### src/rtl/uart_tx_apb_feeder.sv
// rtl/uart_tx_apb_feeder.sv - APB master that queues bytes and writes them to a UART core's TX register.
// Define FEEDER_CFG_EN to program the core's baud registers after every reset.
module uart_tx_apb_feeder #(
    parameter int         DEPTH        = 8,
    parameter logic [7:0] BAUD_LO      = 8'h0D,
    parameter logic [7:0] BAUD_HI      = 8'h00,
    parameter int         GUARD_CYCLES = 4
) (
    input  logic                     PCLK,
    input  logic                     PRESET,
    input  logic [7:0]               IN_DATA,
    input  logic                     IN_VALID,
    output logic                     IN_READY,
    output logic                     M_PSEL,
    output logic                     M_PENABLE,
    output logic [1:0]               M_PADDR,
    output logic                     M_PWRITE,
    output logic [7:0]               M_PWDATA,
    input  logic                     M_PREADY,
    input  logic                     TXRDY,
    output logic [$clog2(DEPTH):0]   LEVEL,
    output logic                     BUSY
);

    localparam int AW = $clog2(DEPTH);
    localparam int GW = (GUARD_CYCLES > 1) ? $clog2(GUARD_CYCLES) : 1;
    localparam logic [AW:0]   full_level = (AW + 1)'(DEPTH);
    localparam logic [GW-1:0] guard_last = GW'(GUARD_CYCLES - 1);

    typedef enum logic [2:0] {
        CFG_LO_S,
        CFG_LO_A,
        CFG_HI_S,
        CFG_HI_A,
        IDLE,
        TX_S,
        TX_A,
        TX_GUARD
    } state_t;

`ifdef FEEDER_CFG_EN
    localparam state_t reset_state = CFG_LO_S;
    localparam logic   reset_busy  = 1'b1;
`else
    localparam state_t reset_state = IDLE;
    localparam logic   reset_busy  = 1'b0;
`endif

    state_t          state;
    logic [GW-1:0]   guard_cnt;
    logic [7:0]      mem [DEPTH];
    logic [AW-1:0]   wptr;
    logic [AW-1:0]   rptr;
    logic            push;
    logic            pop;

    assign IN_READY = (LEVEL != full_level);
    assign push     = IN_VALID && IN_READY;
    assign pop      = (state == TX_A) && M_PREADY;

    always_ff @(posedge PCLK) begin
        if (push) begin
            mem[wptr] <= IN_DATA;
        end
    end

    always_ff @(posedge PCLK or posedge PRESET) begin
        if (PRESET) begin
            wptr  <= '0;
            rptr  <= '0;
            LEVEL <= '0;
        end else begin
            if (push) begin
                wptr <= wptr + 1'b1;
            end
            if (pop) begin
                rptr <= rptr + 1'b1;
            end
            case ({push, pop})
                2'b10:   LEVEL <= LEVEL + 1'b1;
                2'b01:   LEVEL <= LEVEL - 1'b1;
                default: LEVEL <= LEVEL;
            endcase
        end
    end

    always_ff @(posedge PCLK or posedge PRESET) begin
        if (PRESET) begin
            state     <= reset_state;
            BUSY      <= reset_busy;
            guard_cnt <= '0;
            M_PSEL    <= 1'b0;
            M_PENABLE <= 1'b0;
            M_PADDR   <= 2'b00;
            M_PWRITE  <= 1'b0;
            M_PWDATA  <= 8'h00;
        end else begin
            case (state)
                // Bus is idle out of reset, so the first edge only launches the setup phase.
                CFG_LO_S: begin
                    if (!M_PSEL) begin
                        M_PSEL   <= 1'b1;
                        M_PWRITE <= 1'b1;
                        M_PADDR  <= 2'b00;
                        M_PWDATA <= BAUD_LO;
                    end else begin
                        state     <= CFG_LO_A;
                        M_PENABLE <= 1'b1;
                    end
                end
                CFG_LO_A: begin
                    if (M_PREADY) begin
                        state     <= CFG_HI_S;
                        M_PENABLE <= 1'b0;
                        M_PADDR   <= 2'b01;
                        M_PWDATA  <= BAUD_HI;
                    end
                end
                CFG_HI_S: begin
                    state     <= CFG_HI_A;
                    M_PENABLE <= 1'b1;
                end
                CFG_HI_A: begin
                    if (M_PREADY) begin
                        state     <= IDLE;
                        BUSY      <= 1'b0;
                        M_PSEL    <= 1'b0;
                        M_PENABLE <= 1'b0;
                        M_PWRITE  <= 1'b0;
                    end
                end
                IDLE: begin
                    if ((LEVEL != '0) && TXRDY) begin
                        state    <= TX_S;
                        BUSY     <= 1'b1;
                        M_PSEL   <= 1'b1;
                        M_PWRITE <= 1'b1;
                        M_PADDR  <= 2'b10;
                        M_PWDATA <= mem[rptr];
                    end
                end
                TX_S: begin
                    state     <= TX_A;
                    M_PENABLE <= 1'b1;
                end
                TX_A: begin
                    if (M_PREADY) begin
                        state     <= TX_GUARD;
                        guard_cnt <= '0;
                        M_PSEL    <= 1'b0;
                        M_PENABLE <= 1'b0;
                        M_PWRITE  <= 1'b0;
                    end
                end
                // Wait for the core to show it took the byte, so a stale TXRDY cannot relaunch.
                TX_GUARD: begin
                    if (!TXRDY || (guard_cnt == guard_last)) begin
                        state <= IDLE;
                        BUSY  <= 1'b0;
                    end else begin
                        guard_cnt <= guard_cnt + 1'b1;
                    end
                end
            endcase
        end
    end

endmodule
### config.mk
export PLATFORM = sky130hd
export DESIGN_NAME = uart_tx_apb_feeder
export DESIGN_NICKNAME = d
export VERILOG_FILES = /design/src/rtl/uart_tx_apb_feeder.sv
export SDC_FILE = /design/constraint.sdc
export NUM_CORES = 1
export LEC_CHECK = 0
export ABC_AREA = 1
export ABC_CLOCK_PERIOD_IN_PS = 2150
export BUFFER_PORTS_ARGS = -buffer_cell sky130_fd_sc_hd__buf_2
export CAP_MARGIN = 20
export CORE_ASPECT_RATIO = 1.2
export CORE_MARGIN = 3
export CORE_UTILIZATION = 40
export CTS_CLUSTER_SIZE = 25
export DETAILED_ROUTE_END_ITERATION = 8
export HOLD_SLACK_MARGIN = 0.02
export SETUP_SLACK_MARGIN = 0.1
export SYNTH_ARGS = -nofsm -noshare
export SYNTH_HDL_FRONTEND = slang
export SYNTH_SLANG_ARGS = --single-unit
### constraint.sdc
create_clock -name PCLK -period 2.15 [get_ports PCLK]
set_input_delay 0.3225 -clock PCLK [delete_from_list [all_inputs] [get_ports PCLK]]
set_output_delay 0.3225 -clock PCLK [all_outputs]
set_load 0.03 [all_outputs]
---- Yosys cells after proc, flatten, opt, wreduce, memory -nomap -nowiden ----
Memories as Yosys holds them, arrays and structs flattened.
Cells that the tools add are included.
storage, ports and cells
  register bits ........................... 29
  output and inout port bits .............. 19
  memory bits (writable) .................. 64
  input bits .............................. 13
  memories ................................ 1
operators by class
  reduce and logical (&&, ||, !) cells .... 23
  muxes and demuxes ....................... 30
  equal/unequal tests ..................... 21
  $add $sub $neg .......................... 5
memories
  memory  depth  bits a word  rd ports  clocked after memory_dff  wr ports  line  RTL
  mem     8      8            1         0                         1         51    logic [7:0] mem [DEPTH];
operators with widths
  cell                                                  number
  two-way mux 8 bit                                     3
  one-hot mux 3 bit (8 select lines)                    1
  one-hot mux 8 bit (3 select lines)                    1
  two-way mux 3 bit                                     6
  != test 2 bit (second input constant)                 8
  equality test 3 bit (second input constant)           4
  one-hot mux 1 bit (3 select lines)                    4
  AND reduction 4 bit                                   3
  nonzero test 3 bit                                    4
  two-way mux 2 bit                                     5
  AND reduction 3 bit                                   3
  one-hot mux 4 bit (2 select lines)                    1
  two-way mux 1 bit                                     7
  adder 3 x 1 -> 3 bit (second input constant)          2
  equality test 3 x 2 -> 1 bit (second input constant)  2
  one-hot mux 2 bit (3 select lines)                    1
  AND reduction 6 bit                                   1
  adder 4 x 1 -> 4 bit (second input constant)          1
  equality test 2 bit (second input constant)           2
  != test 2 x 1 -> 1 bit (second input constant)        2
  != test 4 bit (second input constant)                 1
  one-hot mux 2 bit (2 select lines)                    1
  nonzero test 2 bit                                    2
  nonzero test 4 bit                                    1
  other kinds (10)                                      13

---- Logic depth before layout (Yosys ltp) ----
Gate-level depths: netlist (run 1).
  depth after elaboration ................. 4
  gate-level depth with buffers ........... 10
  mapped depth without buffers ............ 10

---- Worst setup path before layout (run 1) ----
OpenSTA, ideal clock, no wires.
  kind .................................... register to register
  start ................................... reg LEVEL[0]
  end ..................................... reg LEVEL[2]
  buffers on the path ..................... 0
  setup slack ............................. -82 ps
  stages on the path, launching flop included .. 10
  library setup time ...................... 83 ps
  data arrival time ....................... 2150 ps
  cells stage by stage .................... dfrtp_1 > nor2_1 > nand3_1 > nand2_1 > ha_1 > xor2_1 > ha_1 > a21oi_1 > xor2_1 > o21ai_0
on the way
  word-level cells in the longest chain between the ends .. 4
  elaborated cells between the ends (all ways) .. 8
RTL lines
  item                                                                      line  RTL
  start, declared                                                           21    output logic [$clog2(DEPTH):0] LEVEL,
  start signal, assigned                                                    80    2'b10: LEVEL <= LEVEL + 1'b1;
  start signal, assigned                                                    81    2'b01: LEVEL <= LEVEL - 1'b1;
  != test 4 bit *                                                           57    assign IN_READY = (LEVEL != full_level);
  net IN_READY                                                              13    output logic IN_READY,
  logical AND 1 bit *                                                       58    assign push = IN_VALID && IN_READY;
  equality test 2 x 1 -> 1 bit or equality test 2 bit (tied branches)       79    case ({push, pop})
  one-hot mux 4 bit (2 select lines) or nonzero test 2 bit (tied branches)  --
Mark *: on every way through the listed nets, which the timed path passes. The rest lies on a longest branch.
A chain may end at the register's enable or synchronous reset.

---- Worst setup path after layout (run 1) ----
  start ................................... reg LEVEL[0]
  end ..................................... reg LEVEL[2]
on the way
  word-level cells in the longest chain between the ends .. 4
  elaborated cells between the ends (all ways) .. 8
RTL lines
  item                                                                      line
  != test 4 bit                                                             57
  logical AND 1 bit                                                         58
  equality test 2 x 1 -> 1 bit or equality test 2 bit (tied branches)       79
  one-hot mux 4 bit (2 select lines) or nonzero test 2 bit (tied branches)  --
Several ways; a longest one is shown, not always the timed one.

==> metrics.md, run 1 <==
| Metric | Value |
|---|---|
| DRT Pass-1 Iters | 5 |
| Post-synthesis adder-cell area fraction | 0.0182 |
| Least-Margin Pin Slew | 0.816 ns |
| Critical Path End | LEVEL[2] |
| Worst path arrival time | ~2.2 ns |
| Row count | 40 |
| Seq/Total Area, Yosys | 0.642 |
| Ports | 32 |
| Vias in the first global route | approximately 2800 |
| Largest net degree at the start of global routing | 34 |
| DR vias | 2882 |
| CP required | 2.36 ns |
| Post-Syn Nets | 440 |
| Max-slew violations | 0 |
| Nets@finish | 483 |
| Initial Util | 0.410 |
| Routability congestion estimate | approximately 0.77 |
| Cell count along the critical path | 10 |
| Slowest CP cell | dfrtp_2 |
| Static leakage | 0.00215 µW |
| Final WL | ~8600 µm |
| P&R area growth vs syn | 16.9% |
| Total grt overflow | 0 |
| CP max stage delay | 0.45 ns |
| Post-Syn Area | 0.00413 mm² |
| GRT met2 Usage | 0.277 |
| Xor/xnor share of the synthesized area | 0.0191 |
| Depth of the CTS H-tree | 3 |
| Run status | complete, no violations |
| Worst Path Buf+Inv | 1 |
| GR Util All Layers | 0.159 |
| Most used cell, CP | ha_1 |
| RSZ-0062 raised after global routing | yes |
| Post-route clock period utilization | 0.904 |
| CTS tree | done |
| GR peak layer | met2 |
| Crit path launch | LEVEL[0] |
| Seq cells post-synth | 93 |
| Max-Cap Viols | 0 |
| Die height | 117 µm |
| Compound-Gate Fraction of Synth Area | 0.0540 |
| DRC errors left | 0 |
| Final min period | 1.94 ns |
| Setup TNS | 0 ns |
| Largest family of logic cells by synthesized area | simple AND/OR/NAND/NOR gates |
| Setup CP Type | reg -> reg |
| Count of different cell masters after synthesis | 27 |
| Dpl ws | around 0.15 ns |
| CP Max Fanout | 5 |
| Top cells by area, synth | edfxtp_1, dfrtp_1, nand2_1 |
| Crit. End Element | flop |
| Critical Path Start Type | flop |
| DP Wirelength | 5640 µm |
| Reg2reg setup slack | 0.21 ns |
| YS warnings | 0 |
| Clk_lat worst skew | 0.33 ns |
| Fraction of layout cells with a size suffix above 1 | 0.168 |
| Reg2reg path depth | 10 |
| Mapped Cells | around 420 |
| Syn_area_per_cell | between 9 and 10 µm² |
| Final Skew | 0.00613 ns |
| Clock-pin slew on the worst setup and hold paths | 0.06 ns |
| Antenna Cells | 0 |
| Max clock buf depth | 2 |
| GR Util met1 | 0.191 |
| Die Area | 0.0116 mm² |
| CP Cell Sequence | nor2_4 -> nand3_2 -> nand2_1 -> buf_4 -> ha_1 -> xor2_2 -> ha_1 -> a21oi_1 -> xor2_1 -> o21ai_0 |
| Post-synth top area cell | edfxtp_1 |
| Vias/cell | slightly below 5 |
| IO Port Bufs | 31 |
| Setup violations, final | 0 |
| Initial antenna violation count | 0 |
| Hold Violations, Final | 0 |
| Pwr per Cell Area | 1430 mW/mm² |
| Worst VDD drop | approximately 0.53 mV |
| CTS Root Buffer Type | clkbuf_16 |
| Crit Reg-Reg Endpoint | LEVEL[2] |
| Simple-gate area share of the yosys netlist | 0.212 |
| Area share of the largest cell type after synthesis | 0.466 |
| Slew headroom | 0.454 |
| Family with the most delay on the worst path | flip-flops |
| Setup ws final | 0.207 ns |
| Hold WC Path Type | in -> async |
| Worst R2R Start | LEVEL[0] |
| DR WL/cell | 14.4 µm |
| CTS Sinks | slightly above 90 |
| Die width | just under 100 µm |
| Fmax | 515 MHz |
| Post-DRT Antenna Nets | 0 |
| Post-CTS setup buffer count | 0 |
| Mux share of post-synthesis cell area | 0 |
| CORE AREA | 0.0101 mm² |
| First-pass GRT wire length | 14000 µm |
| Met3 usage | 0.0421 |
| 1st-iter DRT viols | 171 |
| CTS Buf Count | 9 |
[kinds of logic (layout without fill, tap and decap cells)]
family,Yosys count,count (layout)
buffers and inverters,58,106
and+or+nand+nor,211,211
xor gates and xnor gates,9,9
adders and majority gates,6,6
AOI/OAI and AO/OA,44,44
DFF,93,93
[through the flow]
step	utilization	total power (µW)	area [µm²]	std cells	hold slack, ns
2_1_floorplan	-	4480	4140	421	0.400
3_3_place_gp	0.446	5170	4490	579	0.415
3_5_place_dp	0.446	5230	4490	579	0.416
4_1_cts	0.478	6940	4810	595	0.0510
5_1_grt	0.480	7440	4830	595	0.0832
6_report	0.480	6890	4830	595	0.0443
[how the worst min path moves through the flow]
stage,startpoint,to,slack (ns),depth (start not counted)
2_1_floorplan,PRESET,BUSY,0.40,1
3_5_place_dp,PRESET,LEVEL[3],0.42,3
4_1_cts,PRESET,M_PADDR[0],0.05,3
6_report,PRESET,LEVEL[3],0.04,3
5_1_grt,PRESET,M_PADDR[1],0.08,3
3_3_place_gp,PRESET,LEVEL[3],0.41,3
[routing by layer]
| metal | vias to the layer above | share of wire |
|---|---|---|
| met2 | 55 | 0.51 |
| met5 | - | 0 |
| met1 | 1360 | 0.43 |
| met4 | 0 | 0.022 |
| met3 | 13 | 0.036 |
| li1 | 1454 | - |
[cells in the final DEF, fill, tap and decap left out, types with 2 or more instances in the layout]
cell type,n
o21ai_0,40
bufinv_16,2
nor2_2,3
nor2_1,64
ha_1,6
inv_1,40
clkbuf_1,2
nand2_1,111
xor2_1,7
edfxtp_1,64
a21oi_1,2
buf_4,12
nand3_2,3
nand3_1,22
buf_2,31
dfrtp_1,25
clkinv_2,2
inv_2,6
dfrtp_2,3
clkbuf_16,9
nand4_1,3
[power by group]
part	switching (µW)	internal [µW]
combinational	1780	833
sequential	258	2340
clock	634	1050
[final cells by class]
class                           instances  area (µm²)
Fill cell                             942        5230
Sequential cell                        93        2650
Multi-Input combinational cell        270        1270
Clock buffer                           12         246
Timing Repair Buffer                   43         245
Inverter                               47         178
Tap cell                              126         158
Clock inverter                          4        73.8
[flip-flops by register name (all words and copies together), names as in the netlist, 2 cells and up]
name and count:
mem 64, M_PWDATA 8, rptr 3, state 3, wptr 3, guard_cnt 2, M_PADDR 2, LEVEL 4
[worst register-to-register path: cells and delay by family, from the launching register on]
kind,cells,cell delay (ns)
adder cells (fa/ha/maj),2,0.42
AO/OA/AOI/OAI,2,0.24
flip-flops,1,0.45
XOR/XNOR,2,0.25
buffers and inverters,1,0.13
AND/OR/NAND/NOR,3,0.32
[synthesized netlist by cell type]
library cell / number
a21oi_1: 2
buf_1: 3
buf_2: 2
buf_6: 1
clkbuf_1: 5
clkinv_2: 1
dfrtp_1: 28
dfstp_2: 1
edfxtp_1: 64
ha_1: 6
inv_1: 42
inv_2: 4
nand2_1: 111
nand2_4: 1
nand3_1: 23
nand3_2: 2
nand3_4: 1
nand3b_1: 1
nand4_1: 3
nor2_1: 66
nor2_2: 2
o21a_1: 1
o21ai_0: 40
o21ai_1: 1
or2_2: 1
xnor2_1: 1
xor2_1: 8
[repair_timing]
item / in CTS / in global routing
setup endpoints to repair: 0 / 10
hold endpoints to repair: 0 / 0
hold buffers: 0 / 0
resized for setup: 0 / 6
No activity file was read; power rests on OpenSTA's default activity.
==> run 2: changes to the inputs <==
Settings changed: BUFFER_PORTS_ARGS -buffer_cell sky130_fd_sc_hd__buf_2 to -buffer_cell sky130_fd_sc_hd__buf_4, CORE_UTILIZATION 40 to 50, PLACE_DENSITY set to 0.68, SKIP_CTS_REPAIR_TIMING set to 1.
==> run 2 against run 1 <==
Setup slack better by 0.00072 ns. First-iteration DRC count down 6.4%. Critical path depth unchanged. Largest cell class unchanged.
==> metrics.md, run 2 (synthesis results as in run 1) <==
| Metric | Value |
|---|---|
| DRT Pass-1 Iters | 4 |
| Routability congestion estimate | around 0.9 |
| CTS Buf Count | 9 |
| Ports | 32 |
| Overall power | between 6000 and 7000 µW |
| Clock-pin slew on the worst setup and hold paths | 0.10 ns |
| Depth of the CTS H-tree | 3 |
| Pwr per Cell Area | 1350 mW/mm² |
| First-pass GRT wire length | 13400 µm |
| Hold Violations, Final | 0 |
| Reg2reg path depth | 10 |
| Final WL | 8240 µm |
| Final Skew | 0.0107 ns |
| RSZ-0062 raised after global routing | yes |
| Die width | 88.9 µm |
| Worst path arrival time | 2.18 ns |
| Post-route clock period utilization | 0.904 |
| P&R area growth vs syn | 15.2% |
| Antenna Cells | 0 |
| Combinational group share of total power | 0.429 |
| Placed cells | 546 |
| Vias/cell | a little over 5 |
| Initial antenna violation count | 0 |
| Dpl ws | 0.162 ns |
| Worst VDD drop | between 0.5 and 0.6 mV |
| Die height | 106 µm |
| CP Max Fanout | 5 |
| Clk_lat worst skew | 0.36 ns |
| Net Switching | 2720 µW |
| Finished Layout Cells | between 500 and 600 |
| Vias in the first global route | 2792 |
| DR WL/cell | roughly 15 µm |
| Die Area | 0.00939 mm² |
| Register area | 0.00265 mm² |
| Fraction of layout cells with a size suffix above 1 | 0.176 |
| Multi-input gate area | 0.00127 mm² |
| Final min period | 1.94 ns |
| Slew headroom | 0.459 |
| CTS Root Buffer Type | clkbuf_8 |
| Reg with most FFs | mem |
| Int Power | 3720 µW |
| Critical Path Start Type | flop |
| Post-DRT Antenna Nets | 0 |
| Total grt overflow | 0 |
| Most frequent cells in the layout | nand2_1, nor2_1, edfxtp_1, buf_4, inv_1 |
| Sw Share | 0.422 |
| DRC errors left | 0 |
| CORE AREA | 0.00784 mm² |
| 1st-iter DRT viols | 160 |
| DR vias | 2838 |
| # fillers | about 650 |
| Most common cell after layout, fill and taps aside | nand2_1 |
| Hold WC Path Type | in -> async |
| Top flop regs | mem: 64 flops, M_PWDATA: 8 flops, LEVEL: 4 flops |
| Largest net degree at the start of global routing | 34 |
| Final core utilization | 0.607 |
| Least-Margin Pin Slew | 0.808 ns |
| CP required | between 2 and 2.5 ns |
| CTS tree | done |
| Max-Cap Viols | 0 |
| Setup CP Type | reg -> reg |
| Fmax | 515 MHz |
| Reg power frac | 0.399 |
| Largest register FFs | 64 |
| Nets@finish | around 490 |
| Row count | 35 |
| Setup TNS | 0 ns |
| Crit. End Element | flop |
| CTS Sinks | 93 |
| Clock power frac | 0.172 |
| GR Util All Layers | 0.191 |
| Setup violations, final | 0 |
| Max clock buf depth | 2 |
| Setup ws final | 0.207 ns |
| Static leakage | roughly 0.0021 µW |
| Initial Util | 0.527 |
| IO Port Bufs | 31 |
| DP Wirelength | 5550 µm |
| Max-slew violations | 0 |
| Run status | complete, no violations |
-- run 2: cell types whose count changed in the layout (fill, tap and decap cells not counted), moves of 2 or more --
cell	change
clkinvlp_4	+2
clkbuf_8	+8
bufinv_16	-2
buf_2	-31
clkbuf_1	-2
inv_1	+2
inv_6	+3
buf_4	+34
clkbuf_16	-9
inv_2	-2
-- run 2: stage by stage --
step / cell area [µm²] / hold slack, ns
after global placement: 4530 / 0.428
after detailed placement: 4530 / 0.434
after global routing: 4760 / 0.0449
after CTS: 4720 / 0.0323
after floorplan: 4140 / 0.400
final: 4760 / 0.0332
-- run 2: power by group through the flow --
stage | Sequential [µW] | Combinational [µW] | Clock [µW]
floorplan | 2810 | 1660 | 0
global placement | 2590 | 2680 | 0
detailed placement | 2600 | 2720 | 0
CTS | 2560 | 2730 | 1130
global route | 2610 | 3140 | 1210
finish | 2570 | 2760 | 1110
-- run 2: final timing paths --
kind | from | endpoint | slack (ns)
setup / recovery | LEVEL[0] | LEVEL[2] | 0.21
hold / removal | PRESET | guard_cnt[0] | 0.03
setup reg to reg | LEVEL[0] | LEVEL[2] | 0.21
hold reg to reg | M_PWDATA[5] | M_PWDATA[5] | 0.49
max in group asynchronous | PRESET | state[2] | 1.79
min in group PCLK | IN_DATA[4] | mem[6][4] | 0.19
-- run 2: layout make-up --
type                       count  share of cell area
sequential                    93               0.558
multi-input combinational    270               0.268
timing repair buffer          46              0.0726
inverter                      47              0.0374
clock buffer                   9              0.0260
tap                           92              0.0242
clock inverter                 7              0.0139
-- run 2: layer usage --
metal | up-vias | GRT usage | routed length, µm
li1 | 1458 | - | -
met1 | 1327 | 0.228 | 3520
met2 | 42 | 0.338 | 4360
met3 | 11 | 0.0289 | 217
met4 | 0 | 0.0734 | 139
met5 | - | 0 | 0
-- run 2: critical path, cell delays in order, from the launching register on --
cell and delay (ns):
dfrtp_2 0.46, nor2_4 0.15, nand3_2 0.09, nand2_1 0.10, buf_4 0.13, ha_2 0.22
xor2_2 0.09, ha_1 0.18, a21oi_1 0.16, xor2_1 0.16, o21ai_0 0.08
==> run 3: changes to the inputs <==
Settings changed: GPL_TIMING_DRIVEN set to 0.
==> run 3 against run 2 <==
Largest power group unchanged. Sequential power about the same. Largest cell class unchanged. Global-route usage increased by 0.78 points. Combinational power about the same. Total power about the same. Sequential cell count unchanged. Setup slack improved by 0.0019 ns. Sequential share of layout area decreased by 0.25 points.
==> metrics.md, run 3 (synthesis results as in run 1) <==
| Metric | Value |
|---|---|
| GR Util All Layers | 0.198 |
| Crit. End Element | flop |
| Row count | 35 |
| 1st-iter DRT viols | 180 |
| Nets@finish | 489 |
| Dpl ws | -0.0763 ns |
| Worst VDD drop | 0.560 mV |
| First-pass GRT wire length | 14200 µm |
| DP Wirelength | ~5700 µm |
| DRT Pass-1 Iters | 5 |
| Reg2reg setup slack | 0.21 ns |
| Critical Path End | LEVEL[2] |
| Antenna Cells | 0 |
| Max clock buf depth | 2 |
| Register area | about 0.0027 mm² |
| Hold WC Path Type | in -> reg |
| CTS Root Buffer Type | clkbuf_8 |
| IO Port Bufs | 31 |
| CTS Sinks | 93 |
| Post-DRT Antenna Nets | 0 |
| Final core utilization | 0.609 |
| Reg with most FFs | mem |
| Total grt overflow | 0 |
| Top flop regs | mem: 64 flops, M_PWDATA: 8 flops, LEVEL: 4 flops |
| Hold Crit Start | IN_DATA[4] |
| Initial antenna violation count | 0 |
| Crit path launch | state[0] |
| CTS Buf Count | 9 |
| Pwr per Cell Area | 1350 mW/mm² |
| Final Skew | 0.0140 ns |
| Die height | 106 µm |
| Reg2reg path depth | 9 |
| Ports | 32 |
| Slew headroom | 0.592 |
| Largest net degree at the start of global routing | 25 |
| Clock-pin slew on the worst setup and hold paths | 0.11 ns |
| Max-Cap Viols | 0 |
| Setup CP Type | reg -> reg |
| DR WL/cell | 15.0 µm |
| Worst path arrival time | 2.23 ns |
| Worst R2R Start | state[0] |
| Reg power frac | 0.401 |
| DR vias | a little under 3000 |
| Setup ws final | approximately 0.21 ns |
| Final min period | approximately 1.9 ns |
| Most frequent cells in the layout | nand2_1, edfxtp_1, nor2_1, inv_1, o21ai_0 |
| Run status | complete, no violations |
| Multi-input gate area | roughly 0.0013 mm² |
| Die Area | 0.00939 mm² |
| Combinational group share of total power | 0.425 |
| Routability congestion estimate | 0.949 |
| Sw Share | 0.428 |
| Final WL | 8520 µm |
| DRC errors left | 0 |
| Clk_lat worst skew | roughly 0.36 ns |
| Hold Violations, Final | 0 |
| Vias in the first global route | 2925 |
| RSZ-0062 raised after global routing | yes |
| Least-Margin Pin Slew | 0.612 ns |
| Initial Util | 0.527 |
| Die width | between 80 and 90 µm |
| Setup violations, final | 0 |
| Most common cell after layout, fill and taps aside | nand2_1 |
| Net Switching | 2750 µW |
| # fillers | between 600 and 700 |
| CTS tree | done |
| Max-slew violations | 0 |
| CORE AREA | 0.00784 mm² |
| Int Power | approximately 3700 µW |
| Fmax | 515 MHz |
| Static leakage | around 0.0021 µW |
| CP required | 2.44 ns |
| Depth of the CTS H-tree | 3 |
| Largest register FFs | 64 |
| Critical Path Start Type | flop |
| Clock power frac | 0.174 |
| Crit Reg-Reg Endpoint | LEVEL[2] |
| Vias/cell | 5.19 |
| Post-route clock period utilization | 0.903 |
| Fraction of layout cells with a size suffix above 1 | 0.177 |
| CP Max Fanout | 6 |
| P&R area growth vs syn | 15.7% |
run 3: cell count changes in the layout (fill, tap and decap cells not counted), sizes merged:
cell,delta
buf,-3
clkbuf,+5
dlygate4sd3,+1
run 3: cell type report:
cell class,instances,area share
multi-input combinational,270,0.268
clock buffer,9,0.0259
timing repair buffer,38,0.0644
buffer,11,0.0107
inverter,47,0.0372
sequential,93,0.555
clock inverter,7,0.0144
tap,92,0.0241
run 3: metrics by stage:
step / hold slack [ns] / power [µW] / setup TNS (ns) / std cells / instance area [µm²]
after global placement: 0.470 / 5230 / -0.0331 / 544 / 4490
after CTS: -0.0831 / 6410 / -1.80 / 561 / 4710
after floorplan: 0.400 / 4480 / 0 / 421 / 4140
final: 0.180 / 6440 / 0 / 567 / 4780
after global routing: 0.177 / 6990 / 0 / 567 / 4780
after detailed placement: 0.312 / 5300 / -1.07 / 545 / 4510
run 3: power groups by stage:
| stage | logic [µW] | registers, µW | clock network [µW] |
|---|---|---|---|
| 3_3_place_gp | 2630 | 2610 | 0 |
| 5_1_grt | 3140 | 2640 | 1210 |
| 2_1_floorplan | 1660 | 2810 | 0 |
| 3_5_place_dp | 2680 | 2620 | 0 |
| 6_report | 2740 | 2590 | 1120 |
| 4_1_cts | 2690 | 2580 | 1130 |
run 3: per-layer routing:
metal	part of all wire	vias to the layer above	GRT usage
li1	-	1464	-
met1	0.45	1376	0.271
met2	0.48	83	0.305
met3	0.044	22	0.0344
met4	0.027	0	0.0957
met5	0	-	0
run 3: worst max-delay path: stages (launching register included):
cell and delay, ns:
dfrtp_2 0.46, inv_2 0.13, nand4_1 0.19, inv_2 0.12, ha_1 0.22, xor2_1 0.21
ha_1 0.18, a21oi_1 0.05, xor2_1 0.16, o21ai_0 0.14
run 3: worst min path at each step:
stage          cells past startpoint     endpoint
2_1_floorplan                      1         BUSY
3_3_place_gp                       2  M_PWDATA[4]
3_5_place_dp                       2     LEVEL[3]
4_1_cts                            2     LEVEL[3]
5_1_grt                            1    mem[7][4]
6_report                           1    mem[0][4]
